## src/rtl/ws2812_tx.sv

```systemverilog
// WS2812 single-wire serialiser: RGB words in through a one-deep holding register,
// GRB out MSB first with fixed-period bit cells, latch gap closing each frame.
module ws2812_tx #(
  parameter int unsigned t0h    = 19,
  parameter int unsigned t1h    = 38,
  parameter int unsigned tbit   = 60,
  parameter int unsigned tlatch = 2880,
  parameter int unsigned nleds  = 8
) (
  input  logic        clk,
  input  logic        rst,
  input  logic [23:0] color,
  input  logic        valid,
  output logic        ready,
  output logic        dout,
  output logic        busy,
  output logic        frame_done
);

  localparam int unsigned CMAX = (tbit > tlatch) ? tbit : tlatch;
  localparam int unsigned CW   = (CMAX > 1) ? $clog2(CMAX) : 1;
  localparam int unsigned WW   = (nleds > 1) ? $clog2(nleds) : 1;

  localparam logic [CW-1:0] TBIT_LAST   = CW'(tbit - 1);
  localparam logic [CW-1:0] TLATCH_LAST = CW'(tlatch - 1);
  localparam logic [CW-1:0] T0H_C       = CW'(t0h);
  localparam logic [CW-1:0] T1H_C       = CW'(t1h);
  localparam logic [CW-1:0] CYC_ONE     = CW'(1);
  localparam logic [WW-1:0] WORD_LAST   = WW'(nleds - 1);
  localparam logic [WW-1:0] WORD_ONE    = WW'(1);

  typedef enum logic [1:0] {
    IDLE,
    BIT,
    LATCH
  } state_t;

  state_t        state;
  logic [23:0]   hold_word;
  logic          hold_full;
  logic          hold_full_nxt;
  logic [23:0]   hold_grb;
  logic [23:0]   shifter;
  logic [CW-1:0] cyc;
  logic [CW-1:0] cyc_inc;
  logic [CW-1:0] high_len;
  logic [4:0]    bit_idx;
  logic [WW-1:0] word_cnt;
  logic          accept;
  logic          load;

  always_comb begin
    accept   = valid & ready;
    hold_grb = {hold_word[15:8], hold_word[23:16], hold_word[7:0]};
    cyc_inc  = cyc + CYC_ONE;
    high_len = shifter[23] ? T1H_C : T0H_C;
    // Every point where the FSM pulls the held word into the shifter.
    load     = hold_full &
               ((state == IDLE) ||
                (state == LATCH && cyc == TLATCH_LAST) ||
                (state == BIT && cyc == TBIT_LAST && bit_idx == 5'd23 &&
                 word_cnt < WORD_LAST));
    hold_full_nxt = accept | (hold_full & ~load);
  end

  always_ff @(posedge clk) begin
    if (rst) begin
      hold_word <= '0;
      hold_full <= 1'b0;
      ready     <= 1'b1;
    end else begin
      if (accept) hold_word <= color;
      hold_full <= hold_full_nxt;
      ready     <= ~hold_full_nxt;
    end
  end

  always_ff @(posedge clk) begin
    if (rst) begin
      state      <= IDLE;
      shifter    <= '0;
      cyc        <= '0;
      bit_idx    <= '0;
      word_cnt   <= '0;
      dout       <= 1'b0;
      busy       <= 1'b0;
      frame_done <= 1'b0;
    end else begin
      frame_done <= 1'b0;
      case (state)
        IDLE: begin
          dout <= 1'b0;
          busy <= 1'b0;
          if (hold_full) begin
            shifter  <= hold_grb;
            cyc      <= '0;
            bit_idx  <= '0;
            word_cnt <= '0;
            dout     <= 1'b1;
            busy     <= 1'b1;
            state    <= BIT;
          end
        end
        BIT: begin
          if (cyc == TBIT_LAST) begin
            cyc <= '0;
            if (bit_idx == 5'd23) begin
              if (load) begin
                shifter  <= hold_grb;
                bit_idx  <= '0;
                word_cnt <= word_cnt + WORD_ONE;
                dout     <= 1'b1;
              end else begin
                dout  <= 1'b0;
                state <= LATCH;
              end
            end else begin
              shifter <= {shifter[22:0], 1'b0};
              bit_idx <= bit_idx + 5'd1;
              dout    <= 1'b1;
            end
          end else begin
            // dout is registered, so it reflects the cycle index being entered.
            cyc  <= cyc_inc;
            dout <= (cyc_inc < high_len);
          end
        end
        LATCH: begin
          dout <= 1'b0;
          if (cyc == TLATCH_LAST) begin
            frame_done <= 1'b1;
            cyc        <= '0;
            if (hold_full) begin
              shifter  <= hold_grb;
              bit_idx  <= '0;
              word_cnt <= '0;
              dout     <= 1'b1;
              state    <= BIT;
            end else begin
              busy  <= 1'b0;
              state <= IDLE;
            end
          end else begin
            cyc <= cyc_inc;
          end
        end
        default: begin
          dout  <= 1'b0;
          busy  <= 1'b0;
          state <= IDLE;
        end
      endcase
    end
  end

endmodule

```

## config.mk

```make
export PLATFORM = sky130hd
export DESIGN_NAME = ws2812_tx
export DESIGN_NICKNAME = d
export VERILOG_FILES = /design/src/rtl/ws2812_tx.sv
export SDC_FILE = /design/constraint.sdc
export NUM_CORES = 1
export LEC_CHECK = 0
export ABC_AREA = 1
export CAP_MARGIN = 10
export CORE_MARGIN = 2
export CORE_UTILIZATION = 41
export DETAILED_ROUTE_END_ITERATION = 8
export REMOVE_ABC_BUFFERS = 1
export SKIP_LAST_GASP = 1
export SYNTH_ARGS = -nofsm -noshare
export SYNTH_HDL_FRONTEND = slang
export SYNTH_SLANG_ARGS = --single-unit
```

## constraint.sdc

```tcl
create_clock -name clk -period 5.5 [get_ports clk]
set_clock_uncertainty 0.1 [all_clocks]
set_input_delay 0.55 -clock clk [delete_from_list [all_inputs] [get_ports clk]]
set_output_delay 0.55 -clock clk [all_outputs]
set_load 0.1 [all_outputs]
```

# Word-level counts from Yosys, hierarchy flattened
# Index checks and enable logic that the tools add are counted.
[totals]
reg_bits = 75
in_bits = 27
out_inout_bits = 4
word_cells = 91
[op_classes]
n_addsub = 3
n_lt_le_gt_ge = 2
n_eq_ne = 13
mux = 40
bitwise_logic = 8
reduce_logical = 14
[op_table]
columns = ["op", "n"]
rows = [
  ["$mux W24", 5],
  ["$pmux W24 S3", 1],
  ["$mux W12", 3],
  ["$pmux W12 S3", 1],
  ["$mux W5", 5],
  ["$mux W3", 5],
  ["$pmux W5 S3", 1],
  ["$add A12 B1 Y12 const B", 1],
  ["$eq A12 B12 Y1 const B", 1],
  ["$eq A12 B6 Y1 const B", 1],
  ["$lt A12 B6 Y1", 1],
  ["$mux W2", 5],
  ["$reduce_and A5 Y1", 2],
  ["$mux W1", 9],
  ["$pmux W3 S3", 1],
  ["$ne A2 B2 Y1 const B", 4],
  ["$mux W6", 1],
  ["$ne A2 B1 Y1 const B", 3],
  ["$pmux W1 S3", 2],
  ["$pmux W2 S3", 1],
  ["$add A5 B1 Y5 const B", 1],
  ["$eq A5 B5 Y1 const B", 1],
  ["$logic_and A1 B1 Y1", 4],
  ["$not A1 Y1", 4],
  ["14 further kinds", 17],
]

# Longest topological paths before layout
# Gate-level depths: netlist of the first run.
[depth]
depth_word = 10
depth_mapped = 14
mapped_depth_nobuf = 14

# Worst setup path before layout of the first run
# OpenSTA, ideal clock, no wires.
[synth_timing]
path_kind = "reg-to-reg"
start = "register ready"
end = "register hold_word[0]"
setup_time_ns = 0.064
arrival_time_ns = 1.846
slack_ns = 3.490
stages_incl_launch_ff = 6
path_buffers = 1
period_less_slack_ns = 2.010
cell_sequence = "dfxtp_1 -> nand2_1 -> inv_1 -> clkbuf_1 -> nor2_1 -> nor2_1"
[synth_via]
elab_chain_len = 1
[synth_rtl]
columns = ["element", "line_no", "source"]
rows = [
  ["from (decl)", "14", "output logic ready,"],
  ["from (signal assigned)", "74", "ready <= ~hold_full_nxt;"],
  ["$and A1 B1 Y1", "53", "accept = valid & ready;"],
  ["to (signal assigned)", "72", "if (accept) hold_word <= color;"],
  ["to (decl)", "39", "logic [23:0] hold_word;"],
]
# No other way between the ends.
# A chain may end at the register's enable or synchronous reset.

# Worst setup path in the final report of the first run
[layout_timing]
start = "register state[1]"
end = "register bit_idx[0]"
[layout_via]
elab_chain_len = 8
word_cells_on_any_way = 16
[layout_rtl]
columns = ["element", "line_no", "source"]
rows = [
  ["from (decl)", "38", "state_t state;"],
  ["from (signal assigned)", "80", "state <= IDLE;"],
  ["from (signal assigned)", "101", "state <= BIT;"],
  ["from (signal assigned)", "115", "state <= LATCH;"],
  ["$eq A2 B1 Y1", "61, 90", ""],
  ["$logic_and A1 B1 Y1 (3 in series)", "61", "(state == BIT && cyc == TBIT_LAST && bit_idx == 5'd23 &&"],
  ["$logic_or A1 B1 Y1", "60", "(state == LATCH && cyc == TLATCH_LAST) ||"],
  ["$and A1 B1 Y1", "58", "load = hold_full &"],
  ["$ne A3 B3 Y1 (no line)", "n/a", ""],
  ["$reduce_and A4 Y1 (no line)", "n/a", ""],
  ["to (signal assigned)", "119", "bit_idx <= bit_idx + 5'd1;"],
  ["to (decl)", "47", "logic [4:0] bit_idx;"],
]
# Parallel ways exist; a longest one is shown, timed or not.

==> results of run 1 <==
==> state kept, by name, indices dropped and copies added (netlist names) <==
signal	flops
busy	1
ready	1
hold_word	24
frame_done	1
hold_full	1
shifter	24
dout	1
word_cnt	3
cyc	12
state	2
bit_idx	5
==> placed cells by master, fill, tap and decap left out, types with 10 or more instances in the layout <==
cell,count
nand2_1,162
nor2_1,107
dfxtp_1,75
a21oi_1,47
o21ai_0,30
clkdlybuf4s50_1,30
inv_1,25
nand3b_1,23
nand3_1,19
ha_1,10
clkbuf_8,10
==> worst reg2reg max path: cells and delay by family (launching register included) <==
kind          cells  cell delay (ns)
fa+ha+maj         1             0.45
simple gates      5             1.14
buf+inv           3             0.74
flops             1             0.34
==> kinds of logic (layout without fill, tap and decap cells) <==
kind of cell,after synthesis,count (layout),share of synthesized area (%)
xor+xnor,8,8,1.81
simple gates,337,337,38.3
buf+inv,58,74,7.10
compound gates,82,82,10.8
flops,75,75,38.7
fa+ha+maj,10,10,3.23
==> layer usage <==
metal / track usage [%] / wire, µm
met5: 0 / 0
met4: 4.47 / 66
met3: 5.11 / 259
met2: 31.7 / 3990
met1: 18.7 / 3740
==> worst min-delay path by stage <==
| stage | startpoint | to | slack, ns | cells after the start |
|---|---|---|---|---|
| floorplan | cyc[11] | cyc[11] | 0.34 | 2 |
| global placement | cyc[11] | cyc[11] | 0.35 | 2 |
| detailed placement | cyc[11] | cyc[11] | 0.36 | 2 |
| CTS | cyc[11] | cyc[11] | 0.37 | 2 |
| global route | cyc[11] | cyc[11] | 0.40 | 2 |
| finish | cyc[11] | cyc[11] | 0.37 | 2 |
==> area by class of cell <==
type,instances,area (µm²)
sequential,75,1500
clock inverter,5,38.8
fill,971,4870
clock buffer,10,138
tap,111,139
timing repair buffer,31,308
multi-input combinational,437,2100
inverter,28,105
==> synth_stat cells, types with 2 or more instances <==
cell type	number	area [µm²]
a21oi_1	47	235
buf_2	13	65.1
buf_6	5	56.3
clkbuf_1	11	41.3
dfxtp_1	75	1500
ha_1	10	125
inv_1	25	93.8
inv_2	3	11.3
nand2_1	162	608
nand2_2	5	31.3
nand3_1	19	95.1
nand3_2	2	20.0
nand3b_1	23	173
nand4_1	5	31.3
nor2_1	107	402
nor2_2	2	12.5
nor3_1	4	20.0
nor3_2	2	20.0
o21ai_0	30	150
xnor2_1	3	26.3
xor2_1	5	43.8
==> power by group through the flow <==
stage	logic (mW)	registers (mW)	clock network (mW)
after floorplan	0.456	0.785	0
after global placement	0.628	0.753	0
after detailed placement	0.639	0.758	0
after CTS	0.641	0.746	0.399
after global routing	0.735	0.764	0.418
final	0.633	0.746	0.382
==> key figures, run 1 <==
Logic synthesis
  • Synth cell types: 33
  • Post-synth EDFFs: 0
  • Seq/Total Area, Yosys: 38.7%
  • #FFs+latches synth: 75
  • Synth Cell Area: 3880 µm²
  • Avg Inst Size Synth: 6.80 µm²
  • Async S/R FF share, synth: 0%
  • Ys flop type: dfxtp_1
  • Ys Warns: 0
  • Cells after Synth: 570

Timing
  • Pins Over Slew Limit: 0
  • Slew @ Worst Pin: 0.971 ns
  • RSZ-0062 raised after global routing: no
  • Final setup TNS: 0 ns
  • Part of the cycle the worst path needs: 51.4%
  • Slew HR: 35.1%
  • Hold Vio Cnt, Final: 0
  • Achievable frequency: 0.354 GHz
  • Fin crit period: 2.82 ns
  • Final Setup Violations: 0
  • Final worst slack: 2.68 ns
  • Final hold slack: 0.369 ns

Cells and area
  • Final design utilization: 47.1%
  • Post-Layout Cell Count: 697
  • Diodes inserted: 0
  • Layout cells sized above 1: 6.14%
  • Layout Nets: 619
  • Post-route cell area: 4330 µm²
  • Post-synthesis to final-layout area growth: 11.7%

Floorplan
  • Core area: 9200 µm²
  • # rows: 35
  • Die Wd: 101 µm
  • Die area: 10300 µm²
  • Initial Util: 42.2%
  • I/O pins: 31
  • Die Ht: 101 µm

Power
  • Sw Share: 38.9%
  • Sequential power share: 42.3%
  • Maximum VDD drop: 232 µV
  • Pint: 1.08 mW
  • PwrDens: 407 nW/µm²
  • Power Total: 1.76 mW
  • Combinational Power Share: 35.9%
  • Leak pwr: 1.86 nW
  • Psw: 0.684 mW
  • Clock share of power: 21.7%

Placed design
  • Placed cell count: 682
  • Placed instance area: 4150 µm²
  • Pre-CTS setup slack: 2.63 ns
  • PortBufs: 30
  • Dpl hpwl: 5.23 mm
  • GP Congestion: 0.844

Clock network
  • Deepest clock path buffer count: 2
  • CTS resizes: 0
  • Htree depth: 3
  • CTS buffer count: 9
  • Post-CTS setup buffer count: 0
  • Worst skew pair latency: 0.34 ns
  • CTS tree: built
  • Total clock sinks: 75
  • Clock-pin slew on the worst setup and hold paths: 0.08 ns
  • Hold buffers post-CTS: 0
  • CTS root buffer: clkbuf_8

Routing
  • Via count: 3446
  • Vias per cell: 4.94
  • WL per Instance: 11.6 µm
  • Routed Antenna Nets: 0
  • Total iterations of the first detailed-routing run: 4
  • Initial drt markers: 152
  • # DRC: 0
  • Final wirelength: 8.06 mm

Critical path
  • Cell family with most CP delay: simple AND/OR/NAND/NOR gates
  • CP Launch Point: state[1]
  • Worst EP required: 5.68 ns
  • Reg2reg setup slack: 2.68 ns
  • WP data arrival: 3.01 ns
  • Critical path type: register to register
  • Cells on worst reg2reg path: 9
  • Top cell by count, worst path: inv_1
  • RR Startpoint: state[1]
  • CP Capture Point: bit_idx[0]
  • CP endpoint kind: register
  • Worst r2r dst: bit_idx[0]
  • Crit path depth: 9
  • Critical path buffers and inverters: 3
  • Crit Path Max Fanout: 26
  • Slowest stage cell on the critical path: nor2_4
  • CP max stage delay: 0.58 ns
  • Crit-path cells: inv_1, ha_1, inv_1, nor2_4, inv_2, or2_1, nand3_1, nand2_1, nor2_1
  • CP Launch Type: register

Hold path
  • Type of the most critical hold path: register to register

GRT
  • GRT Util Overall: 17.0%
  • GRT overflow: 0
  • Vias in the first global route: 3312
  • First-pass GRT wire length: 14.2 mm
  • Largest net degree at the start of global routing: 57
  • Antenna violations before repair: 0

Job
  • Max-cap violations: 0

Status
  • Outcome: finished, final reports clean
Power figures use the tool's default switching activity.
==> run 2, diff against run 1 <==
==> constraint.sdc (replaced) <==
create_clock -name clk -period 2.5 [get_ports clk]
set_clock_uncertainty 0.1 [all_clocks]
set_input_delay 0.25 -clock clk [delete_from_list [all_inputs] [get_ports clk]]
set_output_delay 0.25 -clock clk [all_outputs]
set_load 0.1 [all_outputs]
==> run 2 against run 1 <==
Against the previous run:
- count of clock-buffer cells in the layout grew 1
- worst setup slack got worse by 2.4 ns
- largest cell class unchanged
- final cell count up 1.4%
- sequential share of layout area decreased by 0.69 points
- clock power is 140% higher
- register-to-register slack got worse by 2.4 ns
- combinational power grew 130%
==> key figures, run 2 (synthesized netlist as in run 1, its figures left out) <==
Clock network
  • Clock-pin slew on the worst setup and hold paths: 0.08 ns
  • Post-CTS setup buffer count: 0
  • Deepest clock path buffer count: 2
  • CTS buffer count: 9
  • CTS resizes: 0
  • Total clock sinks: 75
  • Worst skew pair latency: 0.35 ns
  • CTS root buffer: clkbuf_8
  • CTS tree: built
  • Hold buffers post-CTS: 0
  • Htree depth: 3

Routing
  • Via count: 3472
  • Vias per cell: 4.91
  • Routed Antenna Nets: 0
  • Total iterations of the first detailed-routing run: 4
  • WL per Instance: 11.5 µm
  • # DRC: 0
  • Final wirelength: 8.13 mm
  • Initial drt markers: 182

Cells and area
  • Most frequent cells in the layout: nand2_1, nor2_1, dfxtp_1
  • Post-synthesis to final-layout area growth: 13.9%
  • Registers with the most flip-flops: hold_word x24, shifter x24, cyc x12
  • Most common cell after layout, fill and taps aside: nand2_1
  • Diodes inserted: 0
  • Storage cell area: 1500 µm²
  • Multi-input combinational cell area: 2100 µm²
  • Layout Nets: 628
  • Fill cells: 957
  • Layout cells sized above 1: 8.22%

Power
  • Power Total: 4.02 mW
  • PwrDens: 910 nW/µm²
  • Maximum VDD drop: 384 µV
  • Leak pwr: 1.93 nW

Critical path
  • WP data arrival: 2.38 ns
  • Crit Path Max Fanout: 23
  • Critical path type: register to register
  • Worst EP required: 2.64 ns
  • CP endpoint kind: register
  • CP Launch Type: register

Floorplan
  • Die Ht: 101 µm
  • # rows: 35
  • Core area: 9200 µm²
  • I/O pins: 31
  • Die Wd: 101 µm
  • Initial Util: 42.2%
  • Die area: 10300 µm²

Timing
  • Achievable frequency: 0.447 GHz
  • RSZ-0062 raised after global routing: no
  • Final hold slack: 0.375 ns
  • Final setup TNS: 0 ns
  • Fin crit period: 2.24 ns
  • Slew @ Worst Pin: 0.758 ns
  • Hold Vio Cnt, Final: 0
  • Part of the cycle the worst path needs: 89.5%
  • Pins Over Slew Limit: 0
  • Final Setup Violations: 0
  • Slew HR: 49.4%

Placed design
  • GP Congestion: 0.835
  • PortBufs: 30
  • Dpl hpwl: 5.40 mm

GRT
  • GRT Util Overall: 17.1%
  • GRT overflow: 0
  • First-pass GRT wire length: 14.3 mm
  • Antenna violations before repair: 0
  • Largest net degree at the start of global routing: 57
  • Vias in the first global route: 3207

Hold path
  • Type of the most critical hold path: register to register

Status
  • Outcome: finished, final reports clean

Job
  • Max-cap violations: 0
[run 2: layout make-up]
cell class | count | share of cell area [%]
clock buffers | 11 | 3.20
clock inverters | 5 | 1.19
inverters | 28 | 2.38
multi-input cells | 437 | 47.6
flip-flops and latches | 75 | 34.0
well taps | 111 | 3.14
repair buffers | 40 | 8.55
[run 2: layer usage]
layer / GRT usage [%] / wire length [µm] / up-vias
li1: - / - / 1856
met4: 5.93 / 91 / 0
met5: 0 / 0 / -
met2: 28.1 / 3770 / 59
met1: 21.9 / 3990 / 1550
met3: 4.28 / 279 / 7
[run 2: worst max-delay path, cell delays in order (launching register included)]
cell,delay (ns)
dfxtp_1,0.41
ha_1,0.25
inv_1,0.07
nor2_1,0.10
nand2_1,0.08
nor2_1,0.16
nand3_2,0.11
nand2_2,0.12
nand2_2,0.08
nand3_4,0.21
buf_4,0.24
nand3b_1,0.09
nand2_1,0.06
nor2_1,0.05
[run 2: report_power, final]
part,leakage [nW],switching (mW),internal [mW]
Clock,0.0991,0.445,0.484
Combinational,1.22,0.896,0.559
Sequential,0.617,0.166,1.47
Total,1.93,1.51,2.51
[run 2: worst paths after layout]
kind                            startpoint         end  slack (ns)  cells after the start
worst max-delay path                cyc[0]  shifter[2]        0.26                     13
worst min-delay path               cyc[11]     cyc[11]        0.38                      2
worst max register to register      cyc[0]  shifter[2]        0.26                     13
worst min register to register     cyc[11]     cyc[11]        0.38                      2
[run 2: metrics by stage]
| step | area, µm² | util (%) | cells | setup slack, ns |
|---|---|---|---|---|
| 2_1_floorplan | 3710 | - | 540 | 0.189 |
| 3_3_place_gp | 4220 | 45.9 | 691 | 0.338 |
| 3_5_place_dp | 4220 | 45.9 | 691 | 0.285 |
| 4_1_cts | 4420 | 48.0 | 707 | 0.264 |
| 5_1_grt | 4420 | 48.0 | 707 | 0.0445 |
| 6_report | 4420 | 48.0 | 707 | 0.262 |
==> run 3, diff against run 2 <==
--- a/config.mk
+++ b/config.mk
@@ -10,6 +10,7 @@
 export CORE_MARGIN = 2
 export CORE_UTILIZATION = 41
 export DETAILED_ROUTE_END_ITERATION = 8
+export RECOVER_POWER = 100
 export REMOVE_ABC_BUFFERS = 1
 export SKIP_LAST_GASP = 1
 export SYNTH_ARGS = -nofsm -noshare
==> constraint.sdc (replaced) <==
create_clock -name clk -period 2.5 [get_ports clk]
set_clock_uncertainty 0.1 [all_clocks]
set_input_delay 0.5 -clock clk [delete_from_list [all_inputs] [get_ports clk]]
set_output_delay 0.5 -clock clk [all_outputs]
set_load 0.1 [all_outputs]
==> run 3 against run 2 <==
Against the previous run:
- worst hold slack got worse by 0.0027 ns
- worst setup slack improved by 0.0048 ns
- wire length fell by 0.81%
- final area rose by 0.74%
- die area did not move
- count of clock-buffer cells in the layout fell by 1
- core utilization rose by 0.35 points
- total power rose by 3.7%
- fmax rose by 0.22%
- sequential share of layout area fell by 0.25 points
- register-to-register slack barely moved
- clock power rose by 17%
- critical endpoint is now shifter[18]
==> key figures, run 3 (synthesized netlist as in run 1, its figures left out) <==
Critical path
  • Crit path depth: 13
  • Critical path type: register to register
  • WP data arrival: 2.39 ns
  • CP max stage delay: 0.41 ns
  • RR Startpoint: cyc[0]
  • Reg2reg setup slack: 0.27 ns
  • CP Launch Type: register
  • Worst r2r dst: shifter[18]
  • Crit Path Max Fanout: 23
  • Cell family with most CP delay: simple AND/OR/NAND/NOR gates
  • Top cell by count, worst path: nor2_1
  • Slowest stage cell on the critical path: dfxtp_1
  • Worst EP required: 2.66 ns
  • CP Launch Point: cyc[0]
  • Critical path buffers and inverters: 2
  • Cells on worst reg2reg path: 13
  • CP endpoint kind: register
  • Crit-path cells: ha_1, inv_1, nor2_1, nand2_1, nor2_1, nand3_2, nand2_2, nand2_2, nand3_4, buf_4, nand3b_1, nand2_1, nor2_1
  • CP Capture Point: shifter[18]

Timing
  • Achievable frequency: 0.448 GHz
  • Final setup TNS: 0 ns
  • Pins Over Slew Limit: 0
  • Hold Vio Cnt, Final: 0
  • Part of the cycle the worst path needs: 89.3%
  • Slew @ Worst Pin: 1.16 ns
  • Final Setup Violations: 0
  • RSZ-0062 raised after global routing: no
  • Fin crit period: 2.23 ns
  • Final worst slack: 0.267 ns
  • Slew HR: 23.0%

Placed design
  • Pre-CTS setup slack: 0.289 ns
  • GP Congestion: 0.824
  • PortBufs: 30
  • Dpl hpwl: 5.35 mm

GRT
  • First-pass GRT wire length: 14.2 mm
  • GRT overflow: 0
  • Largest net degree at the start of global routing: 57
  • Vias in the first global route: 3184
  • GR met1 Demand/Resource: 21.3%
  • GRT Util Overall: 17.1%
  • Antenna violations before repair: 0
  • GRT Max-Usage Layer: met2
  • M3 GR Usage: 5.18%
  • Met2 usage: 28.3%

Cells and area
  • Post-synthesis to final-layout area growth: 14.8%
  • Most common cell after layout, fill and taps aside: nand2_1
  • Most frequent cells in the layout: nand2_1, nor2_1, dfxtp_1
  • Diodes inserted: 0
  • Registers with the most flip-flops: hold_word x24, shifter x24, cyc x12
  • Fill cells: 975
  • Layout cells sized above 1: 7.54%
  • Layout Nets: 629

Routing
  • WL per Instance: 11.4 µm
  • Via count: 3447
  • Vias per cell: 4.87
  • Initial drt markers: 143
  • Routed Antenna Nets: 0
  • Final wirelength: 8.06 mm
  • # DRC: 0
  • Total iterations of the first detailed-routing run: 4

Clock network
  • Htree depth: 3
  • CTS buffer count: 9
  • CTS root buffer: clkbuf_8
  • Deepest clock path buffer count: 2
  • Total clock sinks: 75
  • CTS resizes: 0
  • CTS tree: built
  • Post-CTS setup buffer count: 0
  • Clock-pin slew on the worst setup and hold paths: 0.09 ns
  • Worst skew pair latency: 0.36 ns
  • Hold buffers post-CTS: 0

Power
  • Maximum VDD drop: 448 µV
  • Leak pwr: 1.95 nW
  • PwrDens: 937 nW/µm²

Floorplan
  • Die Ht: 101 µm
  • # rows: 35
  • Core area: 9200 µm²
  • Initial Util: 42.2%
  • Die Wd: 101 µm
  • I/O pins: 31
  • Die area: 10300 µm²

Hold path
  • Type of the most critical hold path: register to register
  • Worst Hold Depth: 2

Job
  • Max-cap violations: 0

Status
  • Outcome: finished, final reports clean
run 3: how the worst min path moves through the flow:
stage	startpoint	to	slack, ns
after CTS	cyc[11]	cyc[11]	0.38
after detailed placement	cyc[11]	cyc[11]	0.36
after global placement	cyc[11]	cyc[11]	0.35
final	cyc[11]	cyc[11]	0.37
after global routing	cyc[11]	cyc[11]	0.38
after floorplan	cyc[11]	cyc[11]	0.34
run 3: final cells by class:
| class | instances | area [µm²] | area share [%] |
|---|---|---|---|
| Clock buffer | 10 | 138 | 3.09 |
| Clock inverter | 6 | 95.1 | 2.14 |
| Inverter | 28 | 105 | 2.36 |
| Multi-Input combinational cell | 437 | 2090 | 47.0 |
| Sequential cell | 75 | 1500 | 33.7 |
| Tap cell | 111 | 139 | 3.12 |
| Timing Repair Buffer | 41 | 382 | 8.57 |
run 3: worst reg2reg max path: cells and delay by family (launching register included):
family | cells | cell delay (ns)
AND/OR/NAND/NOR | 10 | 1.06
buffers and inverters | 2 | 0.32
flip-flops | 1 | 0.41
adder cells (fa/ha/maj) | 1 | 0.24
run 3: metal layers:
| metal | vias up | routed length [µm] |
|---|---|---|
| met4 | 0 | 93 |
| met2 | 46 | 3670 |
| met3 | 7 | 283 |
| met5 | - | 0 |
| met1 | 1531 | 4010 |
| li1 | 1863 | - |
run 3: report_power, final:
| part | internal, mW | switching (mW) |
|---|---|---|
| clock network | 0.600 | 0.493 |
| registers | 1.47 | 0.162 |
| logic | 0.549 | 0.896 |
run 3: stage by stage:
step / cell area, µm² / std cells / power, mW / util [%] / hold slack (ns)
after global routing: 4450 / 708 / 4.52 / 48.4 / 0.380
after floorplan: 3710 / 540 / 2.73 / - / 0.339
final: 4450 / 708 / 4.17 / 48.4 / 0.373
after global placement: 4240 / 692 / 3.09 / 46.1 / 0.353
after detailed placement: 4240 / 692 / 3.13 / 46.1 / 0.363
after CTS: 4480 / 708 / 4.23 / 48.7 / 0.376
